<file path="src/rtl/prog_delay_line.sv">
// prog_delay_line
// Runtime-programmable delay line for a WIDTH-bit word plus its valid flag.
// The delay in force (dly_cur) selects which of MAX_DELAY shift stages drives
// the output. Loading a new delay flushes the line: every stage valid bit is
// cleared, so stale words never appear at the new tap. A fill counter reports
// when the line again holds dly_cur samples.
//
// Optional feature macro: PROG_DELAY_BYPASS_EN
//   defined   : dly=0 is legal and turns the block into a combinational
//               bypass (dout=din, dout_vld=din_vld, primed=1). The stages keep
//               shifting underneath.
//   undefined : dly=0 clamps to 1, and there is no combinational path from
//               din to dout.
//
// Handshake: there is no backpressure. A word is accepted on every rising
// edge where en=1 and is tagged valid when din_vld=1. The en input stalls the
// whole line, including the fill counter. dly_ld is a single-cycle strobe. It
// is honoured whether en is high or low.
module prog_delay_line #(
    parameter int WIDTH     = 8,
    parameter int MAX_DELAY = 16,
    parameter int DEF_DELAY = 4,
    parameter int DLY_W     = $clog2(MAX_DELAY + 1)
) (
    input  logic             clk,
    input  logic             rst,
    input  logic             en,
    input  logic             din_vld,
    input  logic [WIDTH-1:0] din,
    input  logic             dly_ld,
    input  logic [DLY_W-1:0] dly,
    output logic             dout_vld,
    output logic [WIDTH-1:0] dout,
    output logic             primed,
    output logic [DLY_W-1:0] dly_cur
);

    // Fill status, derived from the fill counter against the delay in force.
    typedef enum logic [1:0] {
        ST_FLUSHED = 2'd0,
        ST_FILLING = 2'd1,
        ST_PRIMED  = 2'd2
    } fill_state_t;

    localparam logic [DLY_W-1:0] MAX_D = DLY_W'(MAX_DELAY);
    localparam logic [DLY_W-1:0] DEF_D = DLY_W'(DEF_DELAY);

    logic [WIDTH-1:0] data_q [MAX_DELAY];
    logic [MAX_DELAY-1:0] vld_q;

    logic [DLY_W-1:0] dly_q;
    logic [DLY_W-1:0] dly_nxt;
    logic [DLY_W-1:0] dly_clamped;
    logic [DLY_W-1:0] fill_q;
    logic [DLY_W-1:0] fill_nxt;
    fill_state_t      state_q;
    fill_state_t      state_nxt;

    logic             tap_vld;
    logic [WIDTH-1:0] tap_data;

    // Clamp the requested delay into the legal range.
    always_comb begin
        dly_clamped = dly;
        if (dly > MAX_D) begin
            dly_clamped = MAX_D;
        end else if (dly == '0) begin
`ifdef PROG_DELAY_BYPASS_EN
            dly_clamped = '0;
`else
            dly_clamped = DLY_W'(1);
`endif
        end
    end

    // Next delay and next fill count. A load restarts the count at one word
    // when the load cycle also shifts. In bypass (delay 0) the count stays at
    // zero, so the line still reads as primed.
    always_comb begin
        dly_nxt  = dly_q;
        fill_nxt = fill_q;
        if (dly_ld) begin
            dly_nxt = dly_clamped;
            if (en && (dly_clamped != '0)) begin
                fill_nxt = DLY_W'(1);
            end else begin
                fill_nxt = '0;
            end
        end else if (en && (fill_q < dly_q)) begin
            fill_nxt = fill_q + DLY_W'(1);
        end
    end

    // Fill state that will hold after this edge.
    always_comb begin
        state_nxt = ST_FILLING;
        if (fill_nxt == dly_nxt) begin
            state_nxt = ST_PRIMED;
        end else if (fill_nxt == '0) begin
            state_nxt = ST_FLUSHED;
        end
    end

    // Delay register, fill counter and fill-status state machine.
    always_ff @(posedge clk or posedge rst) begin
        if (rst) begin
            dly_q   <= DEF_D;
            fill_q  <= '0;
            state_q <= ST_FLUSHED;
        end else begin
            dly_q   <= dly_nxt;
            fill_q  <= fill_nxt;
            state_q <= state_nxt;
        end
    end

    // Valid bits shift on en. A load clears every valid bit except the word
    // captured in the load cycle itself.
    always_ff @(posedge clk or posedge rst) begin
        if (rst) begin
            vld_q <= '0;
        end else if (en) begin
            if (dly_ld) begin
                vld_q <= {{(MAX_DELAY-1){1'b0}}, din_vld};
            end else begin
                vld_q <= {vld_q[MAX_DELAY-2:0], din_vld};
            end
        end else if (dly_ld) begin
            vld_q <= '0;
        end
    end

    // Data stages shift on en. A flush leaves them alone because the cleared
    // valid bits mask them.
    always_ff @(posedge clk or posedge rst) begin
        if (rst) begin
            for (int i = 0; i < MAX_DELAY; i++) begin
                data_q[i] <= '0;
            end
        end else if (en) begin
            data_q[0] <= din;
            for (int i = 1; i < MAX_DELAY; i++) begin
                data_q[i] <= data_q[i-1];
            end
        end
    end

    // Output tap: select stage dly_cur-1 from registers only.
    always_comb begin
        tap_vld  = 1'b0;
        tap_data = '0;
        for (int i = 0; i < MAX_DELAY; i++) begin
            if (dly_q == DLY_W'(i + 1)) begin
                tap_vld  = vld_q[i];
                tap_data = data_q[i];
            end
        end
    end

    // Drive outputs. In bypass mode, delay 0 routes the input straight through.
    always_comb begin
        dout_vld = tap_vld;
        dout     = tap_data;
        primed   = (state_q == ST_PRIMED);
`ifdef PROG_DELAY_BYPASS_EN
        if (dly_q == '0) begin
            dout_vld = din_vld;
            dout     = din;
            primed   = 1'b1;
        end
`endif
    end

    assign dly_cur = dly_q;

endmodule

</file>
<file path="config.mk">
export PLATFORM = sky130hd
export DESIGN_NAME = prog_delay_line
export DESIGN_NICKNAME = d
export VERILOG_FILES = /design/src/rtl/prog_delay_line.sv
export SDC_FILE = /design/constraint.sdc
export NUM_CORES = 1
export LEC_CHECK = 0
export ABC_CLOCK_PERIOD_IN_PS = 6800
export CAP_MARGIN = 10
export CORE_ASPECT_RATIO = 0.9
export CORE_MARGIN = 5
export CORE_UTILIZATION = 35
export DETAILED_ROUTE_END_ITERATION = 7
export GPL_ROUTABILITY_DRIVEN = 0
export SKIP_CTS_REPAIR_TIMING = 1
export SLEW_MARGIN = 0
export SYNTH_ARGS = -nofsm -noshare
export SYNTH_HDL_FRONTEND = slang
export SYNTH_SLANG_ARGS = --single-unit
</file>
<file path="constraint.sdc">
create_clock -name clk -period 6.8 [get_ports clk]
set_input_delay 1.7 -clock clk [delete_from_list [all_inputs] [get_ports clk]]
set_output_delay 1.7 -clock clk [all_outputs]
set_load 0.005 [all_outputs]
</file>
==> results.sh <==
export IMPL_cts_sinks=156
export IMPL_critPathLaunchType="register"
export IMPL_viasPerCell=5.47
export IMPL_io_pins=33
export IMPL_critPathMaxFanout=27
export IMPL_routed_wl_microns=18700
export IMPL_layout_nets=715
export IMPL_clkTransAtPathRegs_ns=0.06
export IMPL_synth_area_sq_um=7740
export IMPL_startpoint="dly_cur[1]$_DFF_PP0_"
export IMPL_crit_required_ns=5.10
export IMPL_syn_nets=697
export IMPL_synth_top_area_share_pct=50.1
export IMPL_drv_cap=0
export IMPL_synth_seq_cells=156
export IMPL_yosysSeqAreaShare_pct=50.5
export IMPL_clk_latency_ns=0.43
export IMPL_syn_instance_count=674
export IMPL_drc=0
export IMPL_grt_pass1_wl_microns=30500
export IMPL_antenna_found_initial=0
export IMPL_n_antenna_cell=0
export IMPL_first_pass_iters=7
export IMPL_fmax_ghz=0.184
export IMPL_synthTopCellsByArea="dfrtp_1, mux2_2, nor2_1"
export IMPL_grt_pass1_vias=5505
export IMPL_timing_rr_start="dly_cur[1]$_DFF_PP0_"
export IMPL_leakage_uw=0.00366
export IMPL_vdd_drop_max_mv=0.166
export IMPL_yosys_area_top_type="dfrtp_1"
export IMPL_htreeDepth=4
export IMPL_stdcell_count=996
export IMPL_crit_type="reg -> out"
export IMPL_postSynthAreaPerCell_sq_um=11.5
export IMPL_yosys_cell_types_count=75
export IMPL_dp_cells=964
export IMPL_worst_pin_slew_ns=1.05
export IMPL_synth_async_reset_ratio_pct=100
export IMPL_filler_cell_count=2077
export IMPL_endpoint_kind="output pin"
export IMPL_dieArea_sq_um=25200
export IMPL_port_buffers=32
export IMPL_core_area_sq_um=21700
export IMPL_slew_violations=0
export IMPL_drive_above_1_share_pct=27.7
export IMPL_hp_class="reg -> reg"
export IMPL_rsz0062_at_grt="false"
export IMPL_finalPower_uw=2980
export IMPL_power_density_nw_per_um2=337
export IMPL_setup_viol=0
export IMPL_hold_path_startpoint="data_q[4]$_DFFE_PP0P_"
export IMPL_die_x_microns=167
export IMPL_wl_per_cell_microns=18.7
export IMPL_placed_area_sq_um=8290
export IMPL_cts_buffers=17
export IMPL_cp_arrival_ns=3.73
export IMPL_drt_iter0_drc=306
export IMPL_final_cell_mix="dfrtp_1, mux2_2, nor2_1"
export IMPL_grt_max_degree=77
export IMPL_track_usage_pct=15.2
export IMPL_hold_slack_ns=0.510
export IMPL_start_util_pct=35.7
export IMPL_cts_root_buf="clkbuf_16"
export IMPL_slew_limit_headroom_pct=29.4
export IMPL_finalInstanceArea_sq_um=8860
export IMPL_post_route_period_util_pct=79.8
export IMPL_tns_ns=0
export IMPL_detail_route_antenna_nets=0
export IMPL_synth_edff_count=0
export IMPL_place_hpwl_microns=12400
export IMPL_finalCriticalPeriod_ns=5.43
export IMPL_num_rows=51
export IMPL_status="complete, no violations"
export IMPL_die_h_microns=151
export IMPL_final_common_cell="dfrtp_1"
export IMPL_area_delta_synth_final_pct=14.6
export IMPL_ys_warn_count=0
export IMPL_cts_path_max_buffers=2
export IMPL_synth_flop_cell="dfrtp_1"
export IMPL_vias=5446
export IMPL_cts_tree="built"
export IMPL_finalHoldViolations=0
export IMPL_skew_ns=0.00785
export IMPL_overflow=0
## cells in the mapped netlist, drive strengths merged, types with 9 or more instances
library cell	n
o22ai	17
o21ai	46
mux2	131
and3	9
clkbuf	22
nor2	62
buf	16
mux2i	21
inv	10
a21oi	21
nor3	12
nand2	38
dfrtp	155
nand2b	10
## final timing paths
kind	endpoint	slack [ns]	cells past startpoint
max in group asynchronous	dly_cur[0]$_DFF_PP0_	3.96	3
worst max register to register	state_q[0]$_DFF_PP0_	3.21	9
worst min register to register	data_q[4]$_DFFE_PP0P_	0.51	1
min in group asynchronous	vld_q[0]$_DFFE_PP0P_	1.68	2
worst min-delay path	data_q[4]$_DFFE_PP0P_	0.51	1
worst max-delay path	dout_vld	1.37	7
## cell type report
type	count	area, sq um	area share (%)
flip-flops and latches	156	3910	44.1
multi-input cells	468	3610	40.7
clock buffers	23	498	5.62
well taps	291	364	4.11
repair buffers	37	359	4.05
clock inverters	9	77.6	0.875
inverters	12	50.0	0.565
## cells by family after synthesis
group,Yosys count,synth area share [%]
xor+xnor,6,0.776
mux,152,21.8
simple gates,163,10.4
flops,156,50.5
fa+ha+maj,5,0.809
buf+inv,50,2.86
compound gates,142,12.9
## layer usage
metal | share of wire [%] | GRT usage (%) | up-vias | wire, microns
met5 | 0 | 0 | - | 0
met4 | 1.1 | 3.52 | 0 | 199
met3 | 4.5 | 4.07 | 14 | 836
met2 | 46 | 23.6 | 111 | 8600
met1 | 48 | 21.3 | 2811 | 9030
li1 | - | - | 2510 | -
## per-stage QoR
stage	utilization [%]	setup WS, ns
final	40.9	1.37
after global routing	40.9	1.15
after CTS	40.9	1.41
after detailed placement	38.2	1.87
after global placement	38.2	1.89
after floorplan	-	0.895
## registers in the layout (all words and copies together) (netlist names)
name and flops:
state_q 2, fill_q 5, data_q 128, dly_cur 5, vld_q 16
## critical path, stage by stage (launching register included)
cell and delay, ns:
dfrtp_1 0.94, clkinv_1 0.55, nor4_4 0.66, a22oi_1 0.17, nand2_1 0.13, o22ai_1 0.07, a21oi_1 0.22, clkdlybuf4s50_1 0.55
## where the power goes
group	total (uW)	switching (uW)	internal, uW
combinational	592	241	351
clock	919	396	523
sequential	1470	247	1230
total	2980	884	2100
(Power assumes the default switching activity.)
